==> config.mk <==
export PLATFORM = sky130hd
export DESIGN_NAME = mul8_seq_ctrl
export DESIGN_NICKNAME = d
export VERILOG_FILES = /design/src/rtl/mul8_seq_ctrl.sv
export SDC_FILE = /design/constraint.sdc
export NUM_CORES = 1
export LEC_CHECK = 0
export BUFFER_PORTS_ARGS = -buffer_cell sky130_fd_sc_hd__buf_2
export CORE_UTILIZATION = 55
export CTS_CLUSTER_DIAMETER = 60
export DETAILED_ROUTE_END_ITERATION = 8
export PLACE_DENSITY = 0.82
export SYNTH_ARGS = -nofsm -noshare
export SYNTH_HDL_FRONTEND = slang
export SYNTH_SLANG_ARGS = --single-unit
==> constraint.sdc <==
create_clock -name clk -period 7.56 [get_ports clk]
set_input_delay 0 -clock clk [delete_from_list [all_inputs] [get_ports clk]]
set_output_delay 0 -clock clk [all_outputs]
set_load 0.1 [all_outputs]
==> src/rtl/mul8_seq_ctrl.sv <==
// mul8_seq_ctrl: unsigned 8x8->16 multiply using one 4x4 dadda4 over 4 steps.
// Ports:
//   clk, rst_n (sync, active-low)
//   in_valid/in_ready, a[7:0], b[7:0]   : operand handshake
//   out_valid/out_ready, p[15:0]        : result handshake
//   busy                                : high while stepping through MUL
// Param HOLD_RESULT: 1 keeps p after output handshake, 0 clears it.
// Option macro MUL8_ZERO_BYPASS_EN: a zero operand skips MUL (IDLE->DONE).

module dadda4 (
  input  logic [3:0] A,
  input  logic [3:0] B,
  output logic [6:0] Z,
  output logic       Cout
);

  logic [7:0] r0, r1, r2, r3;
  logic [7:0] sum;

  always_comb begin
    r0  = {4'b0, A & {4{B[0]}}};
    r1  = {3'b0, A & {4{B[1]}}, 1'b0};
    r2  = {2'b0, A & {4{B[2]}}, 2'b0};
    r3  = {1'b0, A & {4{B[3]}}, 3'b0};
    sum = r0 + r1 + r2 + r3;
  end

  assign Z    = sum[6:0];
  assign Cout = sum[7];

endmodule

module mul8_seq_ctrl #(
  parameter bit HOLD_RESULT = 1'b1
) (
  input  logic        clk,
  input  logic        rst_n,
  input  logic        in_valid,
  output logic        in_ready,
  input  logic [7:0]  a,
  input  logic [7:0]  b,
  output logic        out_valid,
  input  logic        out_ready,
  output logic [15:0] p,
  output logic        busy
);

  localparam logic [1:0] S_IDLE = 2'd0;
  localparam logic [1:0] S_MUL  = 2'd1;
  localparam logic [1:0] S_DONE = 2'd2;

  logic [1:0]  state;
  logic [1:0]  step;
  logic [7:0]  a_q;
  logic [7:0]  b_q;
  logic [15:0] acc;
  logic [15:0] p_q;

  logic [3:0]  m_a;
  logic [3:0]  m_b;
  logic [6:0]  m_z;
  logic        m_c;
  logic [7:0]  prod;
  logic [15:0] term;
  logic [15:0] acc_next;
  logic        zero_op;

  // Multiplier inputs idle at 0 outside MUL to avoid needless toggling.
  always_comb begin
    m_a = 4'h0;
    m_b = 4'h0;
    if (state == S_MUL) begin
      unique case (1'b1)
        step == 2'd0: begin
          m_a = a_q[3:0];
          m_b = b_q[3:0];
        end
        step == 2'd1: begin
          m_a = a_q[7:4];
          m_b = b_q[3:0];
        end
        step == 2'd2: begin
          m_a = a_q[3:0];
          m_b = b_q[7:4];
        end
        default: begin
          m_a = a_q[7:4];
          m_b = b_q[7:4];
        end
      endcase
    end
  end

  dadda4 u_dadda4 (
    .A    (m_a),
    .B    (m_b),
    .Z    (m_z),
    .Cout (m_c)
  );

  assign prod = {m_c, m_z};

  always_comb begin
    term = 16'h0;
    unique case (1'b1)
      step == 2'd0: term = {8'h0, prod};
      step == 2'd3: term = {prod, 8'h0};
      default:      term = {4'h0, prod, 4'h0};
    endcase
    acc_next = acc + term;
  end

`ifdef MUL8_ZERO_BYPASS_EN
  assign zero_op = (a == 8'h0) || (b == 8'h0);
`else
  assign zero_op = 1'b0;
`endif

  always_ff @(posedge clk) begin
    if (!rst_n) begin
      state <= S_IDLE;
      step  <= 2'd0;
      a_q   <= 8'h0;
      b_q   <= 8'h0;
      acc   <= 16'h0;
      p_q   <= 16'h0;
    end else begin
      unique case (state)
        S_IDLE: begin
          if (in_valid) begin
            a_q  <= a;
            b_q  <= b;
            acc  <= 16'h0;
            step <= 2'd0;
            if (zero_op) begin
              p_q   <= 16'h0;
              state <= S_DONE;
            end else begin
              state <= S_MUL;
            end
          end
        end
        S_MUL: begin
          acc  <= acc_next;
          step <= step + 2'd1;
          if (step == 2'd3) begin
            p_q   <= acc_next;
            state <= S_DONE;
          end
        end
        S_DONE: begin
          if (out_ready) begin
            state <= S_IDLE;
            if (!HOLD_RESULT) p_q <= 16'h0;
          end
        end
        default: state <= S_IDLE;
      endcase
    end
  end

  assign in_ready  = (state == S_IDLE);
  assign out_valid = (state == S_DONE);
  assign busy      = (state == S_MUL);
  assign p         = p_q;

endmodule

Word-level counts from Yosys, hierarchy flattened:

Index checks and enable logic that the tools add are counted.

* register bits after elaboration: 52
* bits of input ports: 20

* mux-type cells: 13
* eq/ne operators: 8
* bitwise logic cells: 4
* $add $sub $neg: 5
* reductions and logical operators: 9

Operators with widths (number)
* 16-bit one-hot mux with 2 select lines: 2
* 16-bit adder: 1
* 4-bit bitwise AND: 4
* 16-bit 2-to-1 mux: 1
* 4-bit 2-to-1 mux: 4
* 8-bit by 6-bit adder with 8-bit output: 1
* 8-bit by 7-bit adder with 8-bit output: 1
* 2-bit 2-to-1 mux: 4
* 4-bit by 5-bit adder with 6-bit output: 1
* 2-bit == test (second input constant): 3
* 2-bit one-hot mux with 3 select lines: 1
* 2-bit AND reduction: 3
* 2-bit by 1-bit == test with 1-bit output (second input constant): 2
* 2-bit zero test: 2
* 2-bit by 1-bit inequality test with 1-bit output (second input constant): 2
* 2-bit one-hot mux with 2 select lines: 1
* 2-bit OR reduction: 2
* 3-bit AND reduction: 1
* 2-bit by 1-bit adder with 2-bit output (second input constant): 1
* 2-bit inequality test (second input constant): 1
* 2-bit nonzero test: 1

Longest topological paths before layout:

* word-level depth: 11
* depth in mapped cells: 26

Modules after synthesis:

Synthesis repeated with hierarchy kept, for this count alone.

* cell total of the unflattened synthesis: 434
* area, all modules: 3404.5 um^2

By module, submodules not included
* mul8_seq_ctrl: cells each 392, sequential area each 1041.0 um^2, area an instance 3019.1 um^2, times used 1
* dadda4: cells each 42, sequential area each 0.0 um^2, area an instance 385.4 um^2, times used 1

Worst setup path before layout:

No wires, ideal clock.

* path kind: register to register
* start: register state[1]
* end: register acc[8]
* period minus slack after synthesis: 5.793 ns
* path slack: 1.767 ns
* arrival: 5.672 ns
* stages on the path, launching flop included: 21
* cell sequence: dfxtp_1 -> nand2b_1 -> buf_2 -> inv_2 -> clkbuf_1 -> nand3_1 -> fa_1 -> xor2_1 -> fa_1 -> inv_1 -> ha_1 -> fa_1 -> xnor2_1 -> o21ai_0 -> ha_1 -> and3_1 -> a221o_1 -> a21o_1 -> a21oi_2 -> xor2_1 -> o21ai_1

* longest elaborated chain between the ends: 9

RTL lines
* start, declared: RTL line 52 `logic [1:0] state;`
* start signal, assigned: RTL line 121 `state <= S_IDLE;`
* start signal, assigned: RTL line 137 `state <= S_DONE;`
* start signal, assigned: RTL line 139 `state <= S_MUL;`
* 2-bit by 1-bit == test with 1-bit output (*)
* named net busy: RTL line 45 `output logic busy`
* 4-bit 2-to-1 mux: RTL line 72 `if (state == S_MUL) begin`
* 4-bit bitwise AND, on equally long branches: RTL line 21, 22
* 4-bit by 5-bit adder with 6-bit output: RTL line 25 `sum = r0 + r1 + r2 + r3;`
* 8-bit by 6-bit adder with 8-bit output: RTL line 25
* 8-bit by 7-bit adder with 8-bit output: RTL line 25
* 16-bit one-hot mux with 2 select lines: RTL line 105 `unique case (1'b1)`
* 16-bit adder: RTL line 110 `acc_next = acc + term;`
* 16-bit one-hot mux with 2 select lines: RTL line 128 `unique case (state)`
* end signal, assigned: RTL line 144 `acc <= acc_next;`
* end, declared: RTL line 56 `logic [15:0] acc;`

Mark *: on every way through the listed nets, which the timed path passes. The rest lies on a longest branch.
A chain may end at the register's enable or synchronous reset.

Worst setup path after layout:

* start: register step[0]
* end: register p_q[8] (netlist: p[8])

* longest elaborated chain between the ends: 10

RTL lines
* start, declared: RTL line 53 `logic [1:0] step;`
* start signal, assigned: RTL line 145 `step <= step + 2'd1;`
* 2-bit == test, or another cell as far along: RTL line 82 `step == 2'd2: begin`
* 2-bit OR reduction (no line)
* 4-bit 2-to-1 mux: RTL line 73 `unique case (1'b1)`
* 4-bit 2-to-1 mux: RTL line 72
* 4-bit bitwise AND, on equally long branches: RTL line 21, 22
* 4-bit by 5-bit adder with 6-bit output: RTL line 25
* 8-bit by 6-bit adder with 8-bit output: RTL line 25
* 8-bit by 7-bit adder with 8-bit output: RTL line 25
* 16-bit one-hot mux with 2 select lines: RTL line 105
* 16-bit adder: RTL line 110
* end signal, assigned: RTL line 147 `p_q <= acc_next;`
* end, declared: RTL line 57 `logic [15:0] p_q;`

Parallel ways exist; a longest one is shown, timed or not.

==> metrics.cfg <==
[global_routing]
grt.overflow.total = 0
gr-usage-all-layers_pct = 26.6
grt_pass1_vias = 2934
grt_pass1_wl_mm = 13.2
antenna_found_initial = 0
grt_start_max_net_pins = 50

[synth]
synthDistinctLibCells = 49
synth_top_family_by_area = simple AND/OR/NAND/NOR gates
yosys-top-cells-area = dfxtp_1 (31%), ha_1 (10%), nand2_1 (9.5%)
postSynthCellCount = 418
syn-cell-area_sq_um = 3370
synth_simple_gate_area_share_pct = 22.3
synthAdderAreaFrac_pct = 13.9
yosys.area.top_type_share_pct = 30.9
yosysWarningCount = 0
yosys.area.top_type = dfxtp_1
syn_area_per_cell_sq_um = 8.07
synthArstFlopShare_pct = 0
yosys_most_used_dff = dfxtp_1
synth_edf_count = 0
ys_seq_area_share_pct = 30.9
syn_nets = 472
synth_seq_cells = 52
muxShareOfSynthArea_pct = 3.00
synth_xor_area_share_pct = 4.15
synth_compound_area_share_pct = 21.6

[route]
drt-vias-per-instance = 5.64
drc = 0
wl_per_cell_um = 14.7
vias = 3043
ant_nets = 0
wirelength_mm = 7.94
first_iter_violations = 182
drt_first_pass_iters = 5

[worst_hold_path]
hold_path_class = in -> reg

[floorplan]
coreArea_sq_um = 5920
ios = 39
fp.dieW_um = 80.3
rows = 28
die_h_um = 80.3
initial_core_util_pct = 57.0
dieArea_sq_um = 6450

[flow_run]
drv_cap = 0

[timing]
hold_viol = 0
setup_tns_ns = 0
max_slew_margin_pct = 52.0
fmaxAchievable_mhz = 168
tightestPinTransition_ns = 0.720
final-max-slew-violation-count = 0
fin_skew_ns = 0.00816
period_needed_ns = 5.96
fin_crit_sh_pct = 78.8
worst_slack_ns = 1.60
setup_viol = 0
grt_setup_unrepaired = false

[final_layout]
utilization_pct = 65.2
fillerInstances = 523
multi_input_area_sq_um = 2190
syn_to_final_growth_pct = 14.5
seqCellArea_sq_um = 1040
n_antenna_cell = 0
fin_nets = 518
drive_above_1_share_pct = 12.0

[clock_network]
cts.path.max_buffers = 2
cts_setup_buffers = 0
clk_pin_slew_ns = 0.10
numCtsBuffers = 5
tritoncts = yes
htreeDepth = 2
cts_sinks = 52
worstSkewPairLatency_ns = 0.32
cts-root-buf = clkbuf_8

[critical_path]
path_cells = inv_1 -> ha_1 -> nor2_1 -> mux2_2 -> nand2_1 -> nor3_1 -> ha_1 -> inv_1 -> fa_1 -> xor2_1 -> fa_1 -> inv_1 -> ha_1 -> fa_1 -> xnor2_1 -> o21ai_0 -> ha_1 -> and3_1 -> a221o_1 -> a21o_1 -> a21oi_2 -> xor2_1 -> a21oi_1
reg2reg_setup_slack_ns = 1.60
cp-startpoint = step[0]$_SDFFE_PN0P_
worst_ep_required_time_ns = 7.75
crit_top_cell = ha_1
path_depth = 23
critPathLaunchType = flip-flop
cpMaxStageDelayCell = fa_1
crit_arrival_ns = 6.14
crit_family = adder cells
regToRegStartpoint = step[0]$_SDFFE_PN0P_
worstRegToRegCells = 23
crit_path_end = p[8]$_SDFFE_PN0P_
max_stage_delay_ns = 0.54
cp_num_buf_inv = 3
cp_max_fo = 5
r2r_end = p[8]$_SDFFE_PN0P_
crit_type = reg -> reg
critPathCaptureType = flip-flop

[placement]
post-dp-hpwl_mm = 5.76
gp_congestion = 0.957
place_ws_ns = 1.59
port_buffers = 38

[run_status]
outcome = finished, final reports clean

[power_and_ir_drop]
total_leakage_power_nw = 1.72
ir_drop_v = 0.000110
powerDensity_nw_per_um2 = 135

## synth_stat cells (4+ instances only)
library cell / number
nand2_1: 85
dfxtp_1: 52
a21boi_0: 30
ha_1: 28
nand3_1: 20
nor2_1: 20
inv_1: 17
a21oi_1: 13
clkbuf_1: 13
o21ai_0: 13
o21ai_1: 12
xnor2_1: 11
a21o_1: 9
mux2i_1: 9
and2_1: 8
nand2b_1: 7
fa_1: 6
nor3_1: 6
nor2b_1: 5
xor2_1: 5
a21boi_1: 4
## flip-flops by register name (all words and copies together) (netlist names)
| name | count |
|---|---|
| a_q | 8 |
| acc | 16 |
| b_q | 8 |
| p | 16 |
| state | 2 |
| step | 2 |
## cells by family after synthesis
group | count (synthesis)
DFF | 52
AOI/OAI and AO/OA | 104
muxes | 10
adders and majority gates | 34
buffers and inverters | 36
xor gates and xnor gates | 16
and+or+nand+nor | 166
## per-stage QoR
| step | area [sq um] | hold WS [ns] | instances | power (mW) |
|---|---|---|---|---|
| 3_5_place_dp | 3600 | 0.261 | 515 | 0.352 |
| 4_1_cts | 3860 | 0.218 | 540 | 0.522 |
| 5_1_grt | 3860 | 0.245 | 540 | 0.541 |
| 2_1_floorplan | 3370 | 0.145 | 418 | 0.335 |
| 6_report | 3860 | 0.226 | 540 | 0.522 |
| 3_3_place_gp | 3600 | 0.252 | 515 | 0.351 |
## placed cells by master, fill, tap and decap left out, types with 4 or more instances in the layout
cell type and n:
nor2b_1 5, o21ai_1 12, xor2_1 5, buf_2 38, xnor2_1 11, dfxtp_1 52, nand2_1 85, nor2_1 20
and2_1 8, clkbuf_8 5, nand3_1 20, dlygate4sd3_1 17, nand2b_1 7, ha_1 28, fa_1 6, nor3_1 6
a21boi_1 4, a21boi_0 30, inv_1 17, a21o_1 9, a21oi_1 13, mux2i_1 9, o21ai_0 13
## worst min path at each step
stage,from,endpoint,cells past startpoint
2_1_floorplan,a[3],a_q[3]$_SDFFE_PN0P_,2
3_3_place_gp,a[2],a_q[2]$_SDFFE_PN0P_,3
3_5_place_dp,a[0],a_q[0]$_SDFFE_PN0P_,3
4_1_cts,in_valid,b_q[4]$_SDFFE_PN0P_,5
5_1_grt,in_valid,b_q[4]$_SDFFE_PN0P_,5
6_report,in_valid,a_q[0]$_SDFFE_PN0P_,5
## layer usage
metal,GRT usage [%],wire length (um),vias up
li1,-,-,1532
met1,29.7,3350,1410
met2,49.7,4100,86
met3,4.55,335,15
met4,9.82,159,0
met5,0,0,-
## where the power goes
part,switching [mW],internal (mW)
clock network,0.102,0.0660
registers,0.00377,0.280
logic,0.0440,0.0255
total,0.150,0.372
## tightest hold or removal path, delay by kind of cell
family                 cells  cell delay, ns
AO/OA/AOI/OAI              1            0.06
buffers and inverters      2            0.31
AND/OR/NAND/NOR            2            0.13
## layout make-up
class                           count  share of cell area (%)
Clock inverter                      3                   0.551
Sequential cell                    52                    27.0
Inverter                           18                    1.75
Timing Repair Buffer               57                    9.72
Tap cell                           75                    2.43
Clock buffer                        5                    1.78
Multi-Input combinational cell    330                    56.8
## timing repair
| action | 4_1_cts | 5_1_grt |
|---|---|---|
| resized for setup | 0 | 0 |
| hold endpoints to repair | 17 | 0 |
| hold buffers | 17 | 0 |
(Power assumes the default switching activity.)
